`config.mk`:
```
export PLATFORM = sky130hd
export DESIGN_NAME = reorder_buffer
export DESIGN_NICKNAME = d
export VERILOG_FILES = /design/src/rtl/reorder_buffer_pkg.sv /design/src/rtl/reorder_buffer.sv
export SDC_FILE = /design/constraint.sdc
export NUM_CORES = 2
export LEC_CHECK = 0
export BUFFER_PORTS_ARGS = -buffer_cell sky130_fd_sc_hd__buf_2
export CAP_MARGIN = 40
export CORE_ASPECT_RATIO = 1.1
export CORE_MARGIN = 3
export CORE_UTILIZATION = 35
export CTS_CLUSTER_DIAMETER = 60
export DETAILED_ROUTE_END_ITERATION = 16
export GPL_ROUTABILITY_DRIVEN = 1
export SYNTH_ARGS = -nofsm -noshare
export SYNTH_HDL_FRONTEND = slang
export SYNTH_SLANG_ARGS = --single-unit
```
`constraint.sdc`:
```
create_clock -name clk -period 13.2 [get_ports clk]
set_input_delay 1.32 -clock clk [delete_from_list [all_inputs] [get_ports clk]]
set_output_delay 1.32 -clock clk [all_outputs]
set_load 0.1 [all_outputs]
```
`src/rtl/reorder_buffer_pkg.sv`:
```
// Shared configuration for the reorder buffer: instruction class encodings,
// buffer geometry and common data widths.
package reorder_buffer_pkg;

  typedef enum logic [1:0] {
    Other_Type  = 2'b00,
    Jalr_Type   = 2'b01,
    Branch_Type = 2'b10,
    Store_Type  = 2'b11
  } inst_type_e;

  localparam int   ROB_DEPTH    = 16;
  localparam int   Rob_Addr_Len = 4;
  localparam int   Data_Len     = 32;
  localparam int   Addr_Len     = 32;
  localparam logic True         = 1'b1;
  localparam logic False        = 1'b0;

endpackage

```
`src/rtl/reorder_buffer.sv`:
```
// Circular reorder buffer: allocates entries at issue, captures ALU/SLB
// results, answers operand-readiness queries by tag and commits in order
// (register write, store release, or misbranch redirect).
module reorder_buffer #(
  parameter int ROB_DEPTH = 16,
  parameter int ROB_AW    = 4
) (
  input  logic              clk,
  input  logic              rst,
  input  logic              rdy,
  input  logic              issue_rob,
  input  logic [1:0]        inst_type,
  input  logic [4:0]        dest,
  input  logic              has_jump,
  input  logic [31:0]       pc,
  input  logic [ROB_AW-1:0] rs1_rob_num,
  input  logic [ROB_AW-1:0] rs2_rob_num,
  output logic              rob_avail,
  output logic [ROB_AW-1:0] rob_avail_num,
  output logic              rob_rs1_ready,
  output logic              rob_rs2_ready,
  output logic [31:0]       rob_rs1_data,
  output logic [31:0]       rob_rs2_data,
  input  logic              alu_valid,
  input  logic [ROB_AW-1:0] alu_robnum,
  input  logic [31:0]       alu_result,
  input  logic              alu_jump,
  input  logic [31:0]       alu_target,
  input  logic              slb_valid,
  input  logic [ROB_AW-1:0] slb_robnum,
  input  logic [31:0]       slb_result,
  output logic              commit_valid,
  output logic [4:0]        commit_rd,
  output logic [ROB_AW-1:0] commit_robnum,
  output logic [31:0]       commit_data,
  output logic              commit_store,
  output logic [ROB_AW-1:0] commit_store_robnum,
  output logic              has_misbranch,
  output logic [31:0]       target_pc
);
  import reorder_buffer_pkg::*;

  logic [ROB_AW-1:0]   head;
  logic [ROB_AW-1:0]   tail;
  logic [ROB_AW:0]     count;

  logic                busy      [ROB_DEPTH];
  logic                ready     [ROB_DEPTH];
  inst_type_e          ent_type  [ROB_DEPTH];
  logic [4:0]          ent_dest  [ROB_DEPTH];
  logic [Addr_Len-1:0] ent_pc    [ROB_DEPTH];
  logic                pred_jump [ROB_DEPTH];
  logic [Data_Len-1:0] value     [ROB_DEPTH];
  logic                act_jump  [ROB_DEPTH];
  logic [Addr_Len-1:0] target    [ROB_DEPTH];

  logic                commit_en;
  logic                head_mis;
  logic                flush;
  logic                issue_en;
  logic                res_en;
  logic [ROB_AW+1:0]   count_plus;

  // Operand lookup: a captured entry wins, then the ALU bus, then the SLB bus.
  function automatic logic [Data_Len:0] lookup(input logic [ROB_AW-1:0] tag);
    logic [Data_Len:0] r;
    r = '0;
    if (ready[tag])
      r = {1'b1, value[tag]};
    else if (alu_valid && alu_robnum == tag)
      r = {1'b1, alu_result};
    else if (slb_valid && slb_robnum == tag)
      r = {1'b1, slb_result};
    return r;
  endfunction

  // Commit/flush decode for the head entry and gating of incoming traffic.
  always_comb begin
    commit_en = (count != '0) && busy[head] && ready[head] && !has_misbranch;
    head_mis  = 1'b0;
    case (ent_type[head])
      Branch_Type: head_mis = (act_jump[head] != pred_jump[head]);
      Jalr_Type:   head_mis = 1'b1;
      default:     head_mis = 1'b0;
    endcase
    flush    = commit_en && head_mis;
    issue_en = issue_rob && !has_misbranch && !flush;
    res_en   = !has_misbranch;
  end

  // Issue-side availability and operand queries.
  always_comb begin
    count_plus    = {1'b0, count} + {{(ROB_AW+1){1'b0}}, issue_rob};
    rob_avail     = (count_plus <= (ROB_AW+2)'(ROB_DEPTH - 2));
    rob_avail_num = tail + {{(ROB_AW-1){1'b0}}, issue_rob};
    {rob_rs1_ready, rob_rs1_data} = lookup(rs1_rob_num);
    {rob_rs2_ready, rob_rs2_data} = lookup(rs2_rob_num);
  end

  // Pointer/count maintenance, entry writes and registered commit outputs.
  always_ff @(posedge clk) begin
    if (rst) begin
      head                <= '0;
      tail                <= '0;
      count               <= '0;
      commit_valid        <= 1'b0;
      commit_rd           <= '0;
      commit_robnum       <= '0;
      commit_data         <= '0;
      commit_store        <= 1'b0;
      commit_store_robnum <= '0;
      has_misbranch       <= 1'b0;
      target_pc           <= '0;
      for (int unsigned i = 0; i < ROB_DEPTH; i++) begin
        busy[i]  <= 1'b0;
        ready[i] <= 1'b0;
      end
    end else if (rdy) begin
      commit_valid  <= 1'b0;
      commit_store  <= 1'b0;
      has_misbranch <= 1'b0;

      if (commit_en) begin
        case (ent_type[head])
          Other_Type: begin
            commit_valid  <= 1'b1;
            commit_rd     <= ent_dest[head];
            commit_data   <= value[head];
            commit_robnum <= head;
          end
          Store_Type: begin
            commit_store        <= 1'b1;
            commit_store_robnum <= head;
          end
          Branch_Type: begin
            if (head_mis) begin
              has_misbranch <= 1'b1;
              target_pc     <= act_jump[head] ? target[head] : ent_pc[head] + 32'd4;
            end
          end
          Jalr_Type: begin
            commit_valid  <= 1'b1;
            commit_rd     <= ent_dest[head];
            commit_data   <= value[head];
            commit_robnum <= head;
            has_misbranch <= 1'b1;
            target_pc     <= target[head];
          end
          default: ;
        endcase
      end

      if (flush) begin
        head  <= '0;
        tail  <= '0;
        count <= '0;
        for (int unsigned i = 0; i < ROB_DEPTH; i++)
          busy[i] <= 1'b0;
      end else begin
        if (commit_en) begin
          busy[head] <= 1'b0;
          head       <= head + 1'b1;
        end
        count <= count + {{ROB_AW{1'b0}}, issue_en} - {{ROB_AW{1'b0}}, commit_en};
        if (issue_en) begin
          busy[tail]      <= 1'b1;
          ready[tail]     <= 1'b0;
          ent_type[tail]  <= inst_type_e'(inst_type);
          ent_dest[tail]  <= dest;
          ent_pc[tail]    <= pc;
          pred_jump[tail] <= has_jump;
          tail            <= tail + 1'b1;
        end
        // Result writes follow the issue write so distinct-tag captures land.
        if (alu_valid && res_en) begin
          value[alu_robnum]    <= alu_result;
          act_jump[alu_robnum] <= alu_jump;
          target[alu_robnum]   <= alu_target;
          ready[alu_robnum]    <= 1'b1;
        end
        if (slb_valid && res_en) begin
          value[slb_robnum] <= slb_result;
          ready[slb_robnum] <= 1'b1;
        end
      end
    end
  end

endmodule

```
==> results_tabular.tex <==
\begin{tabular}{lr}
\hline
Metric & Value \\
\hline
\multicolumn{2}{l}{\textbf{Yosys}} \\
\quad Flip-flop and latch count after synthesis & 1,809 \\
\quad Netlist Area Pre-Place & 0.0858 mm² \\
\quad Synth top area cells & sky130\_fd\_sc\_hd\_\_edfxtp\_1 59\%, sky130\_fd\_sc\_hd\_\_mux4\_2 21\%, sky130\_fd\_sc\_hd\_\_mux2\_2 5.8\%, sky130\_fd\_sc\_hd\_\_dfxtp\_1 3.0\%, sky130\_fd\_sc\_hd\_\_mux2i\_1 1.1\% \\
\quad Share of the synthesized area in the top cell type & 58.8\% \\
\quad Nets in the synthesized netlist & 4,754 \\
\quad Biggest area consumer among synthesized cells & sky130\_fd\_sc\_hd\_\_edfxtp\_1 \\
\quad Post-synth EDFFs & 1,680 \\
\quad Commonest register cell after synthesis & sky130\_fd\_sc\_hd\_\_edfxtp\_1 \\
\quad Number of distinct library cells after synthesis & 80 \\
\quad Sequential-to-total area share from yosys stat & 61.8\% \\
\quad Fraction of synthesis flops using an asynchronous set or reset pin & 0\% \\
\quad Mean Syn Cell Area & 18.8 µm² \\
\quad Cell count after synthesis & 4,568 \\
\quad Warnings from Yosys & 0 \\
\multicolumn{2}{l}{\textbf{STA}} \\
\quad Worst slew margin relative to its limit & 37.9\% \\
\quad Count of endpoints failing hold in the final timing report & 0 \\
\quad Setup total negative slack & 0 ns \\
\quad Max-slew violation count & 0 \\
\quad Hold Worst Slack & 0.469 ns \\
\quad Worst clock skew & 0.0483 ns \\
\quad Setup repair after global routing missed its margin & no \\
\quad Pin slew with the least headroom to its limit & 0.930 ns \\
\quad Ratio of final minimum period to clock period & 49.6\% \\
\quad Achievable frequency & 153 MHz \\
\quad Post-layout min period & 6.55 ns \\
\quad Setup Viol. Count Final & 0 \\
\multicolumn{2}{l}{\textbf{Critical path}} \\
\quad CP endpoint kind & flip-flop \\
\quad Setup crit start kind & flip-flop \\
\quad CP max stage cell & sky130\_fd\_sc\_hd\_\_dfxtp\_4 \\
\quad Worst-path fanout max & 40 \\
\quad Required time of the critical path & 13.64 ns \\
\quad Crit-path leading delay family & buffers and inverters \\
\quad Largest stage delay on the critical path & 0.73 ns \\
\quad Critical path, cell by cell & buf\_4, mux4\_2, mux4\_2, ha\_1, a21oi\_2, nand4b\_1, buf\_4, nand4b\_1, buf\_4, o21ai\_4, buf\_4 \\
\quad Endpoint arrival time on the critical path & 6.99 ns \\
\quad Critical path start-end classification & reg -> reg \\
\quad WP buf/inv & 4 \\
\quad Cell mode on critical path & sky130\_fd\_sc\_hd\_\_buf\_4 \\
\multicolumn{2}{l}{\textbf{Floorplanning}} \\
\quad IO Count & 310 \\
\quad Initial Util & 35.2\% \\
\quad Area of the die & 0.251 mm² \\
\quad Die Span X & 478 µm \\
\quad Area inside the core boundary & 0.244 mm² \\
\quad Placement Rows & 190 \\
\quad Die height & 525 µm \\
\multicolumn{2}{l}{\textbf{Clock network}} \\
\quad Buffer type at the clock tree root & sky130\_fd\_sc\_hd\_\_clkbuf\_16 \\
\quad TritonCTS clock tree & done \\
\quad Setup Fix Bufs, Post-CTS & 0 \\
\quad Hold\_buf cts & 0 \\
\quad Clk sink count & 1,809 \\
\quad Number of buffers created by CTS & 188 \\
\quad Worst-Skew Late Latency & 0.85 ns \\
\quad Post-CTS clock slew at the launch and capture registers of the worst setup and hold paths & 0.06 ns \\
\quad Gates resized, CTS repair & 0 \\
\quad Buffers from clock root to sink, at most & 3 \\
\quad Number of H-tree levels & 4 \\
\multicolumn{2}{l}{\textbf{Worst hold path}} \\
\quad Class of the worst hold path & reg -> reg \\
\multicolumn{2}{l}{\textbf{Drt}} \\
\quad Number of DRC violations after detailed-routing iteration 0 & 5,854 \\
\quad Total Wirelength & 268,000 µm \\
\quad Routed length per instance & 32.5 µm \\
\quad Detailed-router iteration count before antenna repair & 6 \\
\quad DR vias & 48,908 \\
\quad Final antenna-violating net count & 0 \\
\quad Post-route DRC & 0 \\
\quad Routed vias/inst & 5.95 \\
\multicolumn{2}{l}{\textbf{Flow run}} \\
\quad Number of maximum-capacitance constraint violations & 0 \\
\multicolumn{2}{l}{\textbf{GRT}} \\
\quad Wire length of the first global-routing pass & 379,000 µm \\
\quad Maximum number of pins on one net before global-route repair & 85 \\
\quad Vias in the first global route & 49,018 \\
\quad All-Layer GR Usage & 20.9\% \\
\quad Congestion Overflow GR & 0 \\
\quad Number of antenna violations at the first check in global routing & 58 \\
\multicolumn{2}{l}{\textbf{Pwr}} \\
\quad PD cells & 126 mW/mm² \\
\quad P\_leak & 0.0308 µW \\
\quad Maximum vdd ir drop & 0.128 mV \\
\multicolumn{2}{l}{\textbf{Placed design}} \\
\quad HPWL reported at the end of detailed placement & 160,000 µm \\
\quad Port-buffer cells & 309 \\
\quad Routability congestion estimate from global placement & 0.830 \\
\quad Placed Cells incl. Taps & 7,857 \\
\multicolumn{2}{l}{\textbf{Status}} \\
\quad Status & complete, no violations \\
\multicolumn{2}{l}{\textbf{Final layout}} \\
\quad Net count, final & 4,969 \\
\quad P\&R area growth vs syn & 13.8\% \\
\quad Number of inserted filler cells in the final layout & 21,778 \\
\quad Fin cells & 8,222 \\
\quad Fraction of layout cells with a size suffix above 1 & 42.1\% \\
\hline
\end{tabular}
==> power breakdown <==
group | internal (µW) | leakage [µW] | switching (µW)
clock | 2960 | 0.00295 | 2330
combinational | 243 | 0.0117 | 449
sequential | 6290 | 0.0162 | 15.3
total | 9490 | 0.0308 | 2790
==> synthesized netlist by cell type (all sizes together) (16+ instances only) <==
| master | number |
|---|---|
| mux2 | 513 |
| edfxtp | 1680 |
| o21ai | 107 |
| a22oi | 74 |
| a221oi | 20 |
| nor2 | 110 |
| mux4 | 817 |
| a31o | 17 |
| clkbuf | 252 |
| nor3 | 16 |
| xor2 | 25 |
| ha | 26 |
| xnor2 | 21 |
| nand2 | 176 |
| mux2i | 95 |
| inv | 34 |
| nor4 | 17 |
| buf | 178 |
| dfxtp | 129 |
| a21oi | 46 |
| nand3 | 35 |
==> final cells by class <==
type / instances / area, µm² / area share (%)
multi-input combinational: 2293 / 31000 / 31.8
tap: 3264 / 4080 / 4.18
inverter: 34 / 130 / 0.133
timing repair buffer: 457 / 3190 / 3.27
antenna: 16 / 40.0 / 0.0410
clock inverter: 84 / 955 / 0.978
clock buffer: 265 / 5170 / 5.30
sequential: 1809 / 53100 / 54.3
==> path summary, 6_finish.rpt <==
kind                 from           end  slack [ns]  depth (start not counted)
min reg2reg  commit_valid  commit_valid        0.47                          2
max reg2reg     flip-flop  value[1][25]        6.65                         11
max             flip-flop  value[1][25]        6.65                         11
min          commit_valid  commit_valid        0.47                          2
==> registers in the layout, summed over array words and instances, names as in the netlist, named ones only <==
signal / flops
target_pc: 32
busy: 16
ent_pc: 512
value: 512
ent_dest: 80
commit_store: 1
tail: 4
ent_type: 32
count: 5
head: 4
commit_valid: 1
commit_robnum: 4
commit_rd: 5
commit_store_robnum: 4
pred_jump: 16
act_jump: 16
commit_data: 32
target: 512
has_misbranch: 1
ready: 16
==> per-stage QoR <==
step	worst slack (ns)	total power [µW]	utilization [%]	area, µm²
finish	6.65	12300	40.1	97700
global route	6.36	12600	40.1	97600
CTS	6.64	12400	40.1	97600
detailed placement	6.67	7110	37.5	91500
global placement	6.55	7100	37.3	90800
floorplan	3.85	6860	-	85800
==> routing by layer <==
metal	track usage, %	wire [µm]	up-vias
met5	0	161	-
met4	5.59	7410	22
met3	4.69	23400	479
met2	33.8	129000	2585
met1	28.5	107000	26254
li1	-	-	19568
==> cell families after synthesis <==
family	Yosys count	share of synthesized area, %
buffers and inverters	466	2.56
adder cells (fa/ha/maj)	27	0.403
AND/OR/NAND/NOR	442	2.44
flip-flops	1809	61.8
AO/OA/AOI/OAI	353	2.78
multiplexers	1425	29.5
XOR/XNOR	46	0.470
==> cells in the final DEF (no fill, tap or decap), types with 30 or more instances in the layout <==
cell                        count
sky130_fd_sc_hd__edfxtp_1    1680
sky130_fd_sc_hd__mux4_2       780
sky130_fd_sc_hd__mux2_2       445
sky130_fd_sc_hd__buf_2        303
sky130_fd_sc_hd__clkbuf_16    189
sky130_fd_sc_hd__nand2_1      168
sky130_fd_sc_hd__dfxtp_1      122
sky130_fd_sc_hd__buf_4        121
sky130_fd_sc_hd__o21ai_0       95
sky130_fd_sc_hd__mux2i_1       95
sky130_fd_sc_hd__nor2_1        84
sky130_fd_sc_hd__a22oi_1       74
sky130_fd_sc_hd__clkbuf_1      60
sky130_fd_sc_hd__mux2_1        48
sky130_fd_sc_hd__a21oi_1       45
sky130_fd_sc_hd__mux4_1        35
sky130_fd_sc_hd__nand3_1       33
sky130_fd_sc_hd__inv_1         30
==> worst reg2reg max path: stages, from the launching register on <==
cell and delay [ns]:
sky130_fd_sc_hd__dfxtp_4 0.73, sky130_fd_sc_hd__buf_4 0.77, sky130_fd_sc_hd__mux4_2 0.65, sky130_fd_sc_hd__mux4_2 0.51, sky130_fd_sc_hd__ha_1 0.26, sky130_fd_sc_hd__a21oi_2 0.62
sky130_fd_sc_hd__nand4b_1 0.21, sky130_fd_sc_hd__buf_4 0.30, sky130_fd_sc_hd__nand4b_1 0.54, sky130_fd_sc_hd__buf_4 0.40, sky130_fd_sc_hd__o21ai_4 0.53, sky130_fd_sc_hd__buf_4 0.64
(Power assumes the default switching activity.)
